$ cat config.mk
export PLATFORM = sky130hd
export DESIGN_NAME = role_trace_packer
export DESIGN_NICKNAME = d
export VERILOG_FILES = /design/src/rtl/role_trace_pkg.sv /design/src/rtl/role_trace_rr_arb.sv /design/src/rtl/role_trace_packer.sv
export SDC_FILE = /design/constraint.sdc
export NUM_CORES = 2
export LEC_CHECK = 0
export ABC_AREA = 1
export ABC_CLOCK_PERIOD_IN_PS = 39300
export BUFFER_PORTS_ARGS = -buffer_cell sky130_fd_sc_hd__buf_2
export CAP_MARGIN = 20
export CORE_MARGIN = 2
export CORE_UTILIZATION = 35
export CTS_CLUSTER_DIAMETER = 120
export DETAILED_ROUTE_END_ITERATION = 10
export PLACE_DENSITY = 0.51
export SLEW_MARGIN = 20
export SYNTH_ARGS = -nofsm -noshare
export SYNTH_HDL_FRONTEND = slang
export SYNTH_SLANG_ARGS = --single-unit
export TNS_END_PERCENT = 5
$ cat constraint.sdc
create_clock -name aclk -period 39.3 [get_ports aclk]
set_clock_uncertainty 0.15 [all_clocks]
set_input_delay 1.965 -clock aclk [delete_from_list [all_inputs] [get_ports aclk]]
set_output_delay 1.965 -clock aclk [all_outputs]
set_load 0.01 [all_outputs]
$ cat src/rtl/role_trace_pkg.sv
// Shared types and width helpers for the role trace packer.
package role_trace_pkg;

  localparam int DEF_NUM_CH    = 4;
  localparam int DEF_REC_W     = 64;
  localparam int DEF_OUT_W     = 512;
  localparam int DEF_MAX_BEATS = 16;
  localparam int DEF_TIMEOUT   = 256;

  typedef enum logic {
    ST_FILL  = 1'b0,
    ST_FLUSH = 1'b1
  } state_e;

  // clog2 that never yields a zero-width vector
  function automatic int clog2_min1(input int n);
    return (n > 1) ? $clog2(n) : 1;
  endfunction

endpackage

$ cat src/rtl/role_trace_rr_arb.sv
// Round-robin arbiter: one-hot grant among req, pointer moves past each winner.
module role_trace_rr_arb
  import role_trace_pkg::*;
#(
  parameter int N = DEF_NUM_CH
) (
  input  logic         aclk,
  input  logic         areset,
  input  logic [N-1:0] req,
  input  logic         en,
  output logic [N-1:0] gnt
);

  localparam int PW = clog2_min1(N);

  logic [PW-1:0] ptr;
  logic [PW-1:0] gidx;
  logic [N-1:0]  hi_mask;
  logic [N-1:0]  pick;
  logic          found;

  // requests at or above the pointer win first, otherwise wrap to the bottom
  always_comb begin
    hi_mask = '0;
    for (int i = 0; i < N; i++) hi_mask[i] = (PW'(i) >= ptr);
    pick  = (|(req & hi_mask)) ? (req & hi_mask) : req;
    gnt   = '0;
    gidx  = '0;
    found = 1'b0;
    for (int i = 0; i < N; i++) begin
      if (!found && pick[i]) begin
        found  = 1'b1;
        gnt[i] = en;
        gidx   = PW'(i);
      end
    end
  end

  always_ff @(posedge aclk or posedge areset) begin
    if (areset)          ptr <= '0;
    else if (en && found) ptr <= (gidx == PW'(N-1)) ? '0 : gidx + 1'b1;
  end

endmodule

$ cat src/rtl/role_trace_packer.sv
// Trace collector: round-robin record intake, beat packing, AXI-Stream output.
// Optional ROLE_TRACE_CH_TAG_EN stamps the source channel into each slot's MSBs.
module role_trace_packer
  import role_trace_pkg::*;
#(
  parameter int NUM_CH    = DEF_NUM_CH,
  parameter int REC_W     = DEF_REC_W,
  parameter int OUT_W     = DEF_OUT_W,
  parameter int MAX_BEATS = DEF_MAX_BEATS,
  parameter int TIMEOUT   = DEF_TIMEOUT
) (
  input  logic                    aclk,
  input  logic                    areset,
  input  logic [NUM_CH-1:0]       s_trace_valid,
  output logic [NUM_CH-1:0]       s_trace_ready,
  input  logic [NUM_CH*REC_W-1:0] s_trace_data,
  input  logic                    flush_req,
  output logic                    m_axis_trace_tvalid,
  input  logic                    m_axis_trace_tready,
  output logic [OUT_W-1:0]        m_axis_trace_tdata,
  output logic [OUT_W/8-1:0]      m_axis_trace_tkeep,
  output logic                    m_axis_trace_tlast
);

  localparam int RPB  = OUT_W / REC_W;
  localparam int RB   = REC_W / 8;
  localparam int KW   = OUT_W / 8;
  localparam int FC_W = clog2_min1(RPB + 1);
  localparam int BC_W = clog2_min1(MAX_BEATS);
  localparam int IW   = clog2_min1(TIMEOUT + 1);

  state_e                       st, st_nxt;
  logic [NUM_CH-1:0][REC_W-1:0] rec;
  logic [RPB-1:0][REC_W-1:0]    acc, acc_nxt;
  logic [FC_W-1:0]              fcnt, fcnt_nxt;
  logic [BC_W-1:0]              bcnt;
  logic [IW-1:0]                idle;
  logic [NUM_CH-1:0]            gnt;
  logic [REC_W-1:0]             rec_sel;
  logic [KW-1:0]                keep_nxt;
  logic                         arb_en, acc_en, timeout_hit;
  logic                         flush_pend, flush_go, out_free, xfer, last_nxt;

  for (genvar c = 0; c < NUM_CH; c++) begin : g_ch
`ifdef ROLE_TRACE_CH_TAG_EN
    localparam int CH_W = clog2_min1(NUM_CH);
    assign rec[c] = {CH_W'(c), s_trace_data[c*REC_W +: REC_W-CH_W]};
`else
    assign rec[c] = s_trace_data[c*REC_W +: REC_W];
`endif
  end

  // a flush request in the same cycle steals the grant so the record is re-offered
  assign arb_en = !areset && (st == ST_FILL) && !flush_req && (fcnt < FC_W'(RPB));

  role_trace_rr_arb #(.N(NUM_CH)) u_arb (
    .aclk   (aclk),
    .areset (areset),
    .req    (s_trace_valid),
    .en     (arb_en),
    .gnt    (gnt)
  );

  assign s_trace_ready = gnt;
  assign acc_en        = |gnt;

  always_comb begin
    rec_sel = '0;
    for (int c = 0; c < NUM_CH; c++) if (gnt[c]) rec_sel = rec[c];
    fcnt_nxt = fcnt + FC_W'(acc_en);
    acc_nxt  = acc;
    keep_nxt = '0;
    for (int k = 0; k < RPB; k++) begin
      if (acc_en && fcnt == FC_W'(k)) acc_nxt[k] = rec_sel;
      keep_nxt[k*RB +: RB] = {RB{FC_W'(k) < fcnt_nxt}};
    end
  end

  // idle only matters with a partial beat; it never coincides with an accept
  assign timeout_hit = (st == ST_FILL) && !acc_en && (fcnt != '0) &&
                       (idle == IW'(TIMEOUT - 1));
  assign flush_pend  = (st == ST_FLUSH) || flush_req || timeout_hit;
  // an empty flush with no open packet has nothing to close
  assign flush_go    = flush_pend && ((fcnt != '0) || (bcnt != '0));
  assign out_free    = !m_axis_trace_tvalid || m_axis_trace_tready;
  assign xfer        = out_free && ((fcnt_nxt == FC_W'(RPB)) || flush_go);
  assign last_nxt    = flush_pend || (bcnt == BC_W'(MAX_BEATS - 1));

  always_comb begin
    st_nxt = st;
    if (flush_pend) st_nxt = (flush_go && !xfer) ? ST_FLUSH : ST_FILL;
  end

  always_ff @(posedge aclk or posedge areset) begin
    if (areset) begin
      st   <= ST_FILL;
      acc  <= '0;
      fcnt <= '0;
      bcnt <= '0;
      idle <= '0;
    end else begin
      st <= st_nxt;
      if (xfer) begin
        acc  <= '0;
        fcnt <= '0;
        bcnt <= last_nxt ? '0 : bcnt + 1'b1;
      end else begin
        acc  <= acc_nxt;
        fcnt <= fcnt_nxt;
      end
      if (acc_en || xfer || fcnt == '0)          idle <= '0;
      else if (st == ST_FILL && !timeout_hit)    idle <= idle + 1'b1;
    end
  end

  always_ff @(posedge aclk or posedge areset) begin
    if (areset) begin
      m_axis_trace_tvalid <= 1'b0;
      m_axis_trace_tdata  <= '0;
      m_axis_trace_tkeep  <= '0;
      m_axis_trace_tlast  <= 1'b0;
    end else if (xfer) begin
      m_axis_trace_tvalid <= 1'b1;
      m_axis_trace_tdata  <= acc_nxt;
      m_axis_trace_tkeep  <= keep_nxt;
      m_axis_trace_tlast  <= last_nxt;
    end else if (m_axis_trace_tready) begin
      m_axis_trace_tvalid <= 1'b0;
    end
  end

endmodule

### After elaboration in Yosys (flattened, before gate mapping)

Index checks and enable logic that the tools add are counted.
W data, S select, Z words.

| word-level totals | value |
|---|---|
| bits of input ports | 264 |
| bits in writable memories | 0 |
| flip-flop bits (word level) | 1103 |
| memories | 0 |
| bits in latches | 0 |
| ROM bits | 0 |

| operators by class | value |
|---|---|
| reduce and logical (&&, ||, !) cells | 46 |
| bitwise operators | 2 |
| add/sub/neg operators | 4 |
| eq/ne operators | 11 |
| divide/modulo/power cells | 0 |
| $lt $le $gt $ge | 13 |
| multiplexer cells | 33 |
| multiply operators | 0 |
| shift operators | 0 |

Operators with widths:

| operator | count |
|---|---|
| $mux W64 | 12 |
| $mux W512 | 1 |
| $logic_and A1 B1 Y1 | 22 |
| $mux W9 | 2 |
| $eq A4 B3 Y1 const B | 4 |
| $lt A3 B4 Y1 const A | 4 |
| $mux W1 | 12 |
| $mux W4 | 3 |
| $add A9 B1 Y9 const B | 1 |
| $eq A9 B8 Y1 const B | 1 |
| $logic_not A1 Y1 | 9 |
| $eq A4 B2 Y1 const B | 2 |
| $eq A4 B4 Y1 const B | 2 |
| $logic_or A1 B1 Y1 | 8 |
| $lt A1 B4 Y1 const A | 2 |
| $lt A2 B4 Y1 const A | 2 |
| $reduce_bool A4 Y1 | 2 |
| $reduce_or A4 Y1 | 2 |
| $mux W2 | 3 |
| $add A4 B1 Y4 | 1 |
| $add A4 B1 Y4 const B | 1 |
| $and A4 B4 Y4 | 1 |
| $eq A4 B1 Y1 const B | 1 |
| $ge A1 B2 Y1 const A | 2 |
| other kinds (7) | 9 |

### Longest topological paths before layout

| logic depth | value |
|---|---|
| depth after elaboration | 26 |
| mapped depth | 20 |
| depth with buffers taken out | 18 |

### Cells and area by module

Synthesis repeated with hierarchy kept, for this count alone.

| unflattened totals | value |
|---|---|
| cells, all modules | 5798 |
| area, all modules | 47725.8 um^2 |

By module, submodules not included:

| module | area an instance (um^2) | times used | cells each |
|---|---|---|---|
| role_trace_packer | 47514.3 | 1 | 5761 |
| role_trace_rr_arb | 211.5 | 1 | 37 |

### Worst setup path before layout

No wires, ideal clock.

| path | value |
|---|---|
| path kind | input port to output port |
| start | input port areset |
| end | output port s_trace_ready[3] |
| path slack | 8102 ps |
| arrival time | 29083 ps |
| stages on the path | 4 |
| data required time | 37185 ps |
| cells stage by stage | inv_1 -> nand4_1 -> nor4_1 -> clkbuf_1 |

| between the ends | value |
|---|---|
| longest elaborated chain between the ends | 5 |

Ends and longest elaborated chain:

| what | line | RTL |
|---|---|---|
| start, declared | role_trace_packer.sv:13 | `input logic areset,` |
| $logic_not A1 Y1 (no source line) | -- |  |
| $logic_and A1 B1 Y1 (3 in a row) | role_trace_packer.sv:54 | `assign arb_en = !areset && (st == ST_FILL) && !flush_req && (fcnt < FC_W'(RPB));` |
| $mux W1 | role_trace_rr_arb.sv:31 | `if (!found && pick[i]) begin` |
| end, declared | role_trace_packer.sv:15 | `output logic [NUM_CH-1:0] s_trace_ready,` |

Every way passes these cells.

### Worst setup path in the final report

| path | value |
|---|---|
| start | input port areset |
| end | register m_axis_trace_tdata[33] |

| between the ends | value |
|---|---|
| longest elaborated chain between the ends | 14 |
| elaborated cells between the ends (all ways) | 25 |

Ends and longest elaborated chain:

| what | line | RTL |
|---|---|---|
| $logic_not A1 Y1 (no source line) (*) | -- |  |
| $logic_and A1 B1 Y1 (*) (3 in a row) | role_trace_packer.sv:54 |  |
| branches (longest 10 deep; another with $add A4 B1 Y4) | -- |  |
| end signal, assigned | role_trace_packer.sv:124 | `m_axis_trace_tdata <= acc_nxt;` |
| end, declared | role_trace_packer.sv:20 | `output logic [OUT_W-1:0] m_axis_trace_tdata,` |

Mark *: on every way between the ends.
A chain may end at the register's enable or synchronous reset.

==> run metrics <==
status=completed; post-synthesis cell count=5644; worst skew pair latency=730 ps; pin count of the biggest net entering global routing=254; Core Box Area=133000 um2; CTS Sinks=around 1100; # H-tree levels=3; Crit. End Element=register; CTS root buf=clkbuf_16; number of synthesized register bits=around 1100; Fin. Hold Viols=0; fraction of layout cells with a size suffix above 1=17.6%; largest area contributor in the netlist=dfrtp_1; die height=370 um; vias in the first global route=roughly 38000; Tcrit/Tclk final=20.7%; Setup WS pre-CTS=30280 ps; GRT overflow=0; Setup crit start=areset; initial core utilization=35.2%; Fmax=123 MHz; DRT iter0 DRCs=3598; port bufs=845; WHS=roughly 320 ps; Mapped Nets=roughly 6000; max_cap viols=0; initial antenna violation count=8; Via density=4.86; first-pass GRT wire length=248 mm; row count=134; Worst IR Drop VDD=~0.074 mV; CTS max path bufs=3; CP max stage delay=850 ps; die area=137000 um2; clock-pin slew on the worst setup and hold paths=60 ps; relative max-transition margin=about 10%; Layout Nets=6518; drt drc=0; DP Wirelength=101 mm; CTS tree=yes; Critical-path top delay cell=buf_4; Num CTS Buffers=116; Worst Max-Slew Pin Slew=~1300 ps; ANT nets after route=0; fin crit period=8140 ps; post-route worst setup slack=~31000 ps; LEAKAGE=0.0327 uW; total iterations of the first detailed-routing run=5; Mean Syn Cell Area=8.30 um2; Routed WL per cell=20.5 um; Tot Pwr=3070 uW; final wirelength=166 mm; setup TNS=0 ps; GRT Util Overall=a little under a quarter; CP Class=input pin to register; IO Pins=846; Hold Buf Count CTS=0; critical-path cell list=buf_2, inv_8, nand4_1, inv_1, nand2_4, inv_1, ha_1, ha_1, xnor2_1, nand3_1, nand2_8, nand2_8, buf_12, buf_4, buf_4, nand2_1, nand2_1; FF-to-FF Start=st$_DFFE_PP0P_; Setup-failing EPs final=0; HP Class=register to register; hold_sp=m_axis_trace_tdata[377]$_DFFE_PP0P_; Startpoint Class=input pin; ant diodes=0; Die Wd=~370 um; post_cts resized=0; GP Congestion=0.847; ranking of synthesized cells by area=dfrtp_1 (56%), nand2_1 (22%), and2_1 (6.8%); RSZ-0062 raised after global routing=no; Crit path required time=39800 ps; CP max FO=253; Power Density=approximately 55 nW/um2; Post-CTS Setup Inserts=0; Worst EP arrival=8640 ps; Synth cell types=28; DR vias=39400; mapped cell area=46900 um2; Area Overhead vs Synth=18.0%; post-synth top area share=56.3%; register area share after synthesis=a little under three fifths; max-slew violation count=0; Layout fillers=13800; Syn. warnings=0
==> stage by stage <==
step / std cells / utilization (%) / area, um2
global route: 8108 / 41.5 / 55300
global placement: 7897 / 38.6 / 51400
CTS: 8108 / 41.5 / 55300
floorplan: 5644 / - / 46900
detailed placement: 7898 / 38.6 / 51400
finish: 8108 / 41.5 / 55300
==> synthesized netlist by cell type <==
library cell / number
inv_2: 9
a21boi_0: 1
nand3_4: 1
o21ai_1: 1
buf_2: 89
dfrtp_1: 1054
nor4_1: 1
ha_1: 6
buf_4: 66
nand2_2: 4
nor2_1: 88
and2_1: 512
xnor2_1: 2
o211ai_1: 1
clkbuf_1: 185
nand3_2: 1
nor3_2: 2
buf_6: 79
nand2_4: 2
nor3_1: 9
xor2_1: 4
nand3_1: 599
nand2_1: 2749
o21bai_1: 1
inv_1: 96
o21ai_0: 8
nand4_1: 7
a21oi_1: 67
==> per-layer routing <==
| metal | GRT usage, % | up-vias | routed length, um |
|---|---|---|---|
| li1 | - | 18600 | - |
| met1 | 34.1 | 19400 | 75700 |
| met2 | 37.1 | 1184 | 76200 |
| met3 | 3.78 | 238 | 9320 |
| met4 | 7.19 | 0 | 5210 |
| met5 | 0 | - | 0 |
==> where the power goes <==
| group | internal, uW | total (uW) | switching [uW] |
|---|---|---|---|
| clock | 658 | 1120 | 464 |
| combinational | 139 | 754 | 615 |
| sequential | 1150 | 1190 | 44.0 |
| total | 1940 | 3070 | 1120 |
==> logic make-up (layout without fill, tap and decap cells) <==
group | after synthesis | count (layout) | synth area share (%)
compound gates | 79 | 79 | 0.860
xor+xnor | 6 | 6 | 0.112
fa+ha+maj | 6 | 6 | 0.160
buf+inv | 524 | 1220 | 6.23
flops | 1054 | 1054 | 56.3
simple gates | 3975 | 3975 | 36.4
==> worst paths after layout <==
| path | to | slack, ps | cells after the start |
|---|---|---|---|
| min | m_axis_trace_tdata[377]$_DFFE_PP0P_ | 320 | 2 |
| max reg2reg | m_axis_trace_tdata[33]$_DFFE_PP0P_ | 32730 | 16 |
| max | m_axis_trace_tdata[33]$_DFFE_PP0P_ | 31160 | 17 |
| max in group asynchronous | acc[212]$_DFF_PP0_ | 34120 | 6 |
| min reg2reg | m_axis_trace_tdata[377]$_DFFE_PP0P_ | 320 | 2 |
| min in group asynchronous | m_axis_trace_tdata[316]$_DFFE_PP0P_ | 1150 | 2 |
==> flip-flops by register name, indices dropped and copies added, names as in the netlist <==
signal,flops
st,1
u_arb.ptr,2
idle,9
bcnt,4
fcnt,4
m_axis_trace_tkeep,8
acc,512
m_axis_trace_tlast,1
m_axis_trace_tdata,512
m_axis_trace_tvalid,1
==> critical path, delay by kind of cell <==
kind | cells | cell delay [ps]
AND/OR/NAND/NOR | 7 | 2420
adder cells (fa/ha/maj) | 2 | 400
XOR/XNOR | 1 | 140
buffers and inverters | 7 | 3170
==> area by class of cell <==
type	count	area, um2	share of cell area (%)
clock inverter	35	447	0.808
sequential	1054	26400	47.7
inverter	105	419	0.758
clock buffer	175	3430	6.19
tap	1768	2210	4.00
timing repair buffer	905	4750	8.60
multi-input combinational	4066	17700	32.0
==> cells in the final DEF (no fill, tap or decap), types with 3 or more instances in the layout <==
cell / synthesis / final
ha_1: 6 / 6
buf_4: 66 / 54
clkinv_2: 0 / 19
bufinv_16: 0 / 9
a21oi_1: 67 / 67
inv_6: 0 / 6
nand2_1: 2749 / 2747
nand2_2: 4 / 3
and2_1: 512 / 512
buf_12: 0 / 4
o21ai_0: 8 / 8
nor3_2: 2 / 7
clkbuf_8: 0 / 28
xor2_1: 4 / 4
nand3_1: 599 / 599
nor2_1: 88 / 87
nand4_1: 7 / 7
inv_4: 0 / 6
nand2_4: 2 / 3
clkbuf_1: 185 / 30
dfrtp_1: 1054 / 1054
buf_2: 89 / 845
clkbuf_16: 0 / 117
inv_1: 96 / 95
Note: power is estimated with default switching activity, not from simulation.
